### src/rtl/vc_crossbar_pkg.sv
// rtl/vc_crossbar_pkg.sv - shared constants, dest type and port-index helper for the 3x3 val/rdy router
package vc_crossbar_pkg;

  localparam int c_nports     = 3;
  localparam int c_dest_nbits = 2;

  typedef logic [c_dest_nbits-1:0] dest_t;

  localparam dest_t c_dest_drop = 2'd3;

  function automatic logic [1:0] next_port(input logic [1:0] p);
    return (p == 2'd2) ? 2'd0 : p + 2'd1;
  endfunction

endpackage

### src/rtl/vc_rr_arb3.sv
// rtl/vc_rr_arb3.sv - 3-way round-robin arbiter; grant depends only on req and pointer,
// pointer moves past the winner when en is high
module vc_rr_arb3
  import vc_crossbar_pkg::*;
(
  input  logic       clk,
  input  logic       reset,
  input  logic [2:0] req,
  input  logic       en,
  output logic [2:0] gnt
);

  logic [1:0] ptr_q, ptr_d;
  logic [1:0] win;
  logic       found;

  always_comb begin
    gnt   = 3'b000;
    found = 1'b0;
    win   = ptr_q;
    for (int i = 0; i < c_nports; i++) begin
      if (!found && req[(int'(ptr_q) + i) % c_nports]) begin
        found = 1'b1;
        win   = 2'((int'(ptr_q) + i) % c_nports);
      end
    end
    if (found) gnt[win] = 1'b1;
  end

  always_comb begin
    ptr_d = ptr_q;
    if (en && found) ptr_d = next_port(win);
  end

  always_ff @(posedge clk) begin
    if (reset) ptr_q <= 2'd0;
    else       ptr_q <= ptr_d;
  end

endmodule

### src/rtl/vc_crossbar3_router.sv
// rtl/vc_crossbar3_router.sv - 3x3 self-arbitrating val/rdy router with one-entry output buffers.
// Optional VC_CROSSBAR3_ROUTER_DOMAIN_EN adds per-input domain tags and per-domain arbiter pointers.
module vc_crossbar3_router
  import vc_crossbar_pkg::*;
#(
  parameter int p_nbits = 32
) (
  input  logic               clk,
  input  logic               reset,
`ifdef VC_CROSSBAR3_ROUTER_DOMAIN_EN
  input  logic               cur_sd,
  input  logic               in0_sd,
  input  logic               in1_sd,
  input  logic               in2_sd,
`endif
  input  logic [p_nbits-1:0] in0_msg,
  input  logic [1:0]         in0_dest,
  input  logic               in0_val,
  output logic               in0_rdy,
  input  logic [p_nbits-1:0] in1_msg,
  input  logic [1:0]         in1_dest,
  input  logic               in1_val,
  output logic               in1_rdy,
  input  logic [p_nbits-1:0] in2_msg,
  input  logic [1:0]         in2_dest,
  input  logic               in2_val,
  output logic               in2_rdy,
  output logic [p_nbits-1:0] out0_msg,
  output logic               out0_val,
  input  logic               out0_rdy,
  output logic [p_nbits-1:0] out1_msg,
  output logic               out1_val,
  input  logic               out1_rdy,
  output logic [p_nbits-1:0] out2_msg,
  output logic               out2_val,
  input  logic               out2_rdy
);

  logic [p_nbits-1:0] in_msg [c_nports];
  dest_t              in_dest [c_nports];
  logic [2:0]         in_val, in_ok, in_rdy, out_rdy;
  logic [2:0][2:0]    req, gnt;
  logic [2:0]         accept, xfer;
  logic [2:0]         out_val_q, out_val_d;
  logic [p_nbits-1:0] out_msg_q [c_nports];
  logic [p_nbits-1:0] out_msg_d [c_nports];

  assign in_msg[0]  = in0_msg;
  assign in_msg[1]  = in1_msg;
  assign in_msg[2]  = in2_msg;
  assign in_dest[0] = in0_dest;
  assign in_dest[1] = in1_dest;
  assign in_dest[2] = in2_dest;
  assign in_val     = {in2_val, in1_val, in0_val};
  assign out_rdy    = {out2_rdy, out1_rdy, out0_rdy};

`ifdef VC_CROSSBAR3_ROUTER_DOMAIN_EN
  assign in_ok = {in2_sd == cur_sd, in1_sd == cur_sd, in0_sd == cur_sd};
`else
  assign in_ok = 3'b111;
`endif

  always_comb begin
    req = '0;
    for (int j = 0; j < c_nports; j++) begin
      for (int k = 0; k < c_nports; k++) begin
        req[j][k] = in_val[k] && in_ok[k] && (in_dest[k] == 2'(j));
      end
    end
  end

  for (genvar j = 0; j < c_nports; j++) begin : g_arb
`ifdef VC_CROSSBAR3_ROUTER_DOMAIN_EN
    // Only the active domain's arbiter sees requests or advances, so the idle one keeps its order.
    logic [2:0] gnt_sd0, gnt_sd1;
    vc_rr_arb3 u_arb_sd0 (
      .clk   (clk),
      .reset (reset),
      .req   (cur_sd ? 3'b000 : req[j]),
      .en    (!cur_sd && xfer[j]),
      .gnt   (gnt_sd0)
    );
    vc_rr_arb3 u_arb_sd1 (
      .clk   (clk),
      .reset (reset),
      .req   (cur_sd ? req[j] : 3'b000),
      .en    (cur_sd && xfer[j]),
      .gnt   (gnt_sd1)
    );
    assign gnt[j] = cur_sd ? gnt_sd1 : gnt_sd0;
`else
    vc_rr_arb3 u_arb (
      .clk   (clk),
      .reset (reset),
      .req   (req[j]),
      .en    (xfer[j]),
      .gnt   (gnt[j])
    );
`endif
  end

  always_comb begin
    accept = '0;
    xfer   = '0;
    for (int j = 0; j < c_nports; j++) begin
      accept[j] = !out_val_q[j] || out_rdy[j];
      xfer[j]   = (|gnt[j]) && accept[j];
    end
  end

  // out_rdy reaches in_rdy combinationally through accept; upstream must not loop it back.
  always_comb begin
    in_rdy = '0;
    for (int k = 0; k < c_nports; k++) begin
      if (!reset && in_val[k] && in_ok[k]) begin
        if (in_dest[k] == c_dest_drop) begin
          in_rdy[k] = 1'b1;
        end else begin
          for (int j = 0; j < c_nports; j++) begin
            if (in_dest[k] == 2'(j)) in_rdy[k] = gnt[j][k] && accept[j];
          end
        end
      end
    end
  end

  assign in0_rdy = in_rdy[0];
  assign in1_rdy = in_rdy[1];
  assign in2_rdy = in_rdy[2];

  always_comb begin
    out_val_d = out_val_q;
    for (int j = 0; j < c_nports; j++) begin
      out_msg_d[j] = out_msg_q[j];
      if (xfer[j]) begin
        out_val_d[j] = 1'b1;
        for (int k = 0; k < c_nports; k++) begin
          if (gnt[j][k]) out_msg_d[j] = in_msg[k];
        end
      end else if (out_rdy[j]) begin
        out_val_d[j] = 1'b0;
      end
    end
  end

  always_ff @(posedge clk) begin
    if (reset) out_val_q <= 3'b000;
    else       out_val_q <= out_val_d;
  end

  always_ff @(posedge clk) begin
    out_msg_q <= out_msg_d;
  end

  assign out0_msg = out_msg_q[0];
  assign out1_msg = out_msg_q[1];
  assign out2_msg = out_msg_q[2];
  assign out0_val = out_val_q[0];
  assign out1_val = out_val_q[1];
  assign out2_val = out_val_q[2];

endmodule

### config.mk
export PLATFORM = sky130hd
export DESIGN_NAME = vc_crossbar3_router
export DESIGN_NICKNAME = d
export VERILOG_FILES = /design/src/rtl/vc_crossbar_pkg.sv /design/src/rtl/vc_rr_arb3.sv /design/src/rtl/vc_crossbar3_router.sv
export SDC_FILE = /design/constraint.sdc
export NUM_CORES = 1
export LEC_CHECK = 0
export ABC_CLOCK_PERIOD_IN_PS = 10900
export BUFFER_PORTS_ARGS = -buffer_cell sky130_fd_sc_hd__buf_2
export CAP_MARGIN = 5
export CORE_ASPECT_RATIO = 2
export CORE_UTILIZATION = 44
export CTS_CLUSTER_DIAMETER = 40
export DETAILED_ROUTE_END_ITERATION = 6
export GPL_TIMING_DRIVEN = 0
export PLACE_DENSITY = 0.82
export SETUP_SLACK_MARGIN = 0.3
export SYNTH_ARGS = -nofsm -noshare
export SYNTH_HDL_FRONTEND = slang
export SYNTH_SLANG_ARGS = --single-unit
### constraint.sdc
create_clock -name clk -period 10.9 [get_ports clk]
set_clock_uncertainty 0.15 [all_clocks]
set_input_delay 0 -clock clk [delete_from_list [all_inputs] [get_ports clk]]
set_output_delay 0 -clock clk [all_outputs]
set_load 0.1 [all_outputs]
==> impl_results.md <==
- Outcome: finished clean
- Finished Core Util: 0.676
- Reg power frac: 0.307
- RSZ-0062 raised after global routing: false
- Synth area leader: edfxtp_1
- Top sig layer: met4
- FF+latch count, synth: 105
- Crit-path most repeated cell: clkbuf_1
- Synth Net Count: 709
- Count leader, synth: edfxtp_1
- Type of destination of the critical path: flip-flop
- Worst-path cell chain: inv_1 -> ha_1 -> clkbuf_1 -> nand4b_1 -> a21oi_1 -> nor3_1 -> o221a_2 -> and3b_1 -> clkbuf_1 -> clkbuf_1 -> o21ai_0 -> dlygate4sd3_1
- Vias: 6576
- Setup Fix Bufs, Post-CTS: 0
- Max-Cap Viols: 0
- Largest net degree at the start of global routing: 33
- Top cells by count, synth: edfxtp_1 (96), nand2_1 (72), o21ai_0 (68)
- HPWL after detailed placement: 14100 um
- CTS HTree Levels: 3
- Gpl congestion: 0.858
- Pwr dens: 189 nW/um^2
- Placed Area: 7880 um^2
- Synth Instances: 592
- Detailed Route Iter0 Violations: 376
- Met2 wire length: 12200 um
- Setup-failing EPs final: 0
- Peak Freq: 232 MHz
- TritonCTS buffer count: 9
- Die ar.: 15500 um^2
- Post-cts resize count: 0
- Starting density of the core: 0.454
- Total power draw: 1.86 mW
- Die H: 175 um
- Core Region: 14500 um^2
- Reg2Reg Depth: 12
- Worst hold-check path type: input pin to flip-flop
- Post-CTS Hold Buffers: 162
- Synthesized area per cell: 11.1 um^2
- Maximum VDD drop: 0.162 mV
- Antenna violations before repair: 1
- Fraction of layout cells with a size suffix above 1: 0.338
- Combinational Power Share: 0.512
- Clock Power Share: 0.181
- Register area share after synthesis: 0.465
- Fin area: 9800 um^2
- Clk sinks: 105
- M1 WL: 7880 um
- Number of max-slew violations in the final report: 0
- Gr usage total: 0.301
- Critical path's slowest cell: dlygate4sd3_1
- Synthesized cell area: 6580 um^2
- Switch Pwr: 0.911 mW
- Drt via density: 5.62
- P_leak: 4.13 nW
- Top post-synthesis cells by area: edfxtp_1 (44%), mux2i_1 (9.9%), mux2_4 (6.8%)
- Number of detailed-route iterations in the first pass: 5
- Synth async-reset ratio: 0
- DRC: 0
- Element type at the critical path start: flip-flop
- Final worst path period need: 4.32 ns
- Crit path kind: flip-flop to flip-flop
- Post-route setup TNS: 0 ns
- # nets final: 1089
- DRT Wirelength: 23000 um
- Synth top area share: 0.438
- Io pins: 212
- Sw Ratio: 0.490
- Most used DFF post-synth: edfxtp_1
- Final Cycle Share: 0.396
- Antenna-violating nets left: 0
- Congestion Overflow GR: 0
- CTS tree: built
- Crit path depth: 12
- Power Internal: 0.947 mW
- Clock transition at path regs: 0.07 ns
- Worst EP arrival: 4.27 ns
- Yosys warns: 0
- Met3 WL post-DR: 1520 um
- Slowest stage delay, CP: 0.63 ns
- Kind of cell adding the most delay to the critical path: buffers and inverters
- CTS max path bufs: 2
- Skew-Pair Late Insertion Delay: 0.36 ns
- CP required: 10.85 ns
- WHS Path Cells: 3
- Area Growth Syn to Fin: 48.9%
- Cell variety after synth: 65
- Clk Tree Root Cell: clkbuf_16
- Rows: 62
- CP max FO: 10
- Final Hold Vio Count: 0
- Die X: 88.5 um
- Slew @ Worst Pin: 0.853 ns
- First-pass GRT wire length: 35200 um
- Slew HR: 0.431
- Worst path bufs/invs: 5
- Number of global-route vias before repair: 6816
- Post-synth EDFFs: 96
- WL per Instance: 19.6 um
- Port Buffers: 206
==> kinds of logic after synthesis <==
group           after synthesis  synth area share
simple gates                157             0.125
mux                         129             0.225
buf+inv                      59            0.0418
compound gates              130             0.121
xor+xnor                      1           0.00133
flops                       105             0.465
fa+ha+maj                    11            0.0196
==> tightest hold or removal path: stages <==
cell    delay [ns]
buf_2         0.13
mux2_2        0.17
mux2_4        0.13
==> power groups by stage <==
stage	clock [mW]	combinational, mW	sequential [mW]
2_1_floorplan	0	0.190	1.08
3_3_place_gp	0	0.851	0.579
3_5_place_dp	0	0.860	0.576
4_1_cts	0.339	0.936	0.568
5_1_grt	0.350	0.986	0.578
6_report	0.336	0.951	0.570
==> cell usage in the layout, fill, tap and decap left out, types with 9 or more instances in the layout <==
cell,netlist,final
a21oi_1,23,23
buf_2,22,228
clkbuf_1,18,21
clkbuf_16,0,9
dfxtp_1,9,9
dlygate4sd3_1,0,162
edfxtp_1,96,96
inv_1,15,13
mux2_2,34,34
mux2_4,30,30
mux2i_1,65,65
nand2_1,72,72
nor2_1,14,14
nor3_1,11,11
o21ai_0,68,68
==> flip-flops by register name (all words and copies together) (netlist names) <==
signal,cells
out2_msg,32
g_arb.u_arb.ptr_q,6
out_val_q,3
out1_msg,32
out0_msg,32
==> metal layers <==
metal	vias to the layer above	GRT usage
li1	2976	-
met1	3096	0.316
met2	404	0.536
met3	100	0.0439
met4	0	0.204
met5	-	0
==> final timing paths <==
kind | startpoint | end | slack, ns
setup / recovery | g_arb[2].u_arb.ptr_q[0]$_SDFFE_PP0P_ | out2_msg[30]$_DFFE_PP_ | 6.58
hold / removal | in0_msg[14] | out0_msg[14]$_DFFE_PP_ | 0.04
setup reg to reg | g_arb[2].u_arb.ptr_q[0]$_SDFFE_PP0P_ | out2_msg[30]$_DFFE_PP_ | 6.58
hold reg to reg | g_arb[0].u_arb.ptr_q[0]$_SDFFE_PP0P_ | g_arb[0].u_arb.ptr_q[0]$_SDFFE_PP0P_ | 0.33
==> cell type report <==
class | instances | area, um^2
fillers | 1068 | 4700
multi-input cells | 428 | 3250
flip-flops and latches | 105 | 3060
repair buffers | 369 | 2670
clock buffers | 13 | 250
well taps | 192 | 240
plain buffers | 44 | 219
inverters | 15 | 56.3
clock inverters | 3 | 47.5
diodes | 1 | 2.50
==> through the flow <==
stage	worst slack [ns]	cells	hold slack [ns]
after floorplan	5.72	592	0.0276
after detailed placement	7.24	991	0.142
final	6.58	1170	0.0382
after CTS	6.67	1169	0.00534
after global placement	5.21	990	0.133
after global routing	6.30	1170	0.0362
(Power assumes the default switching activity.)
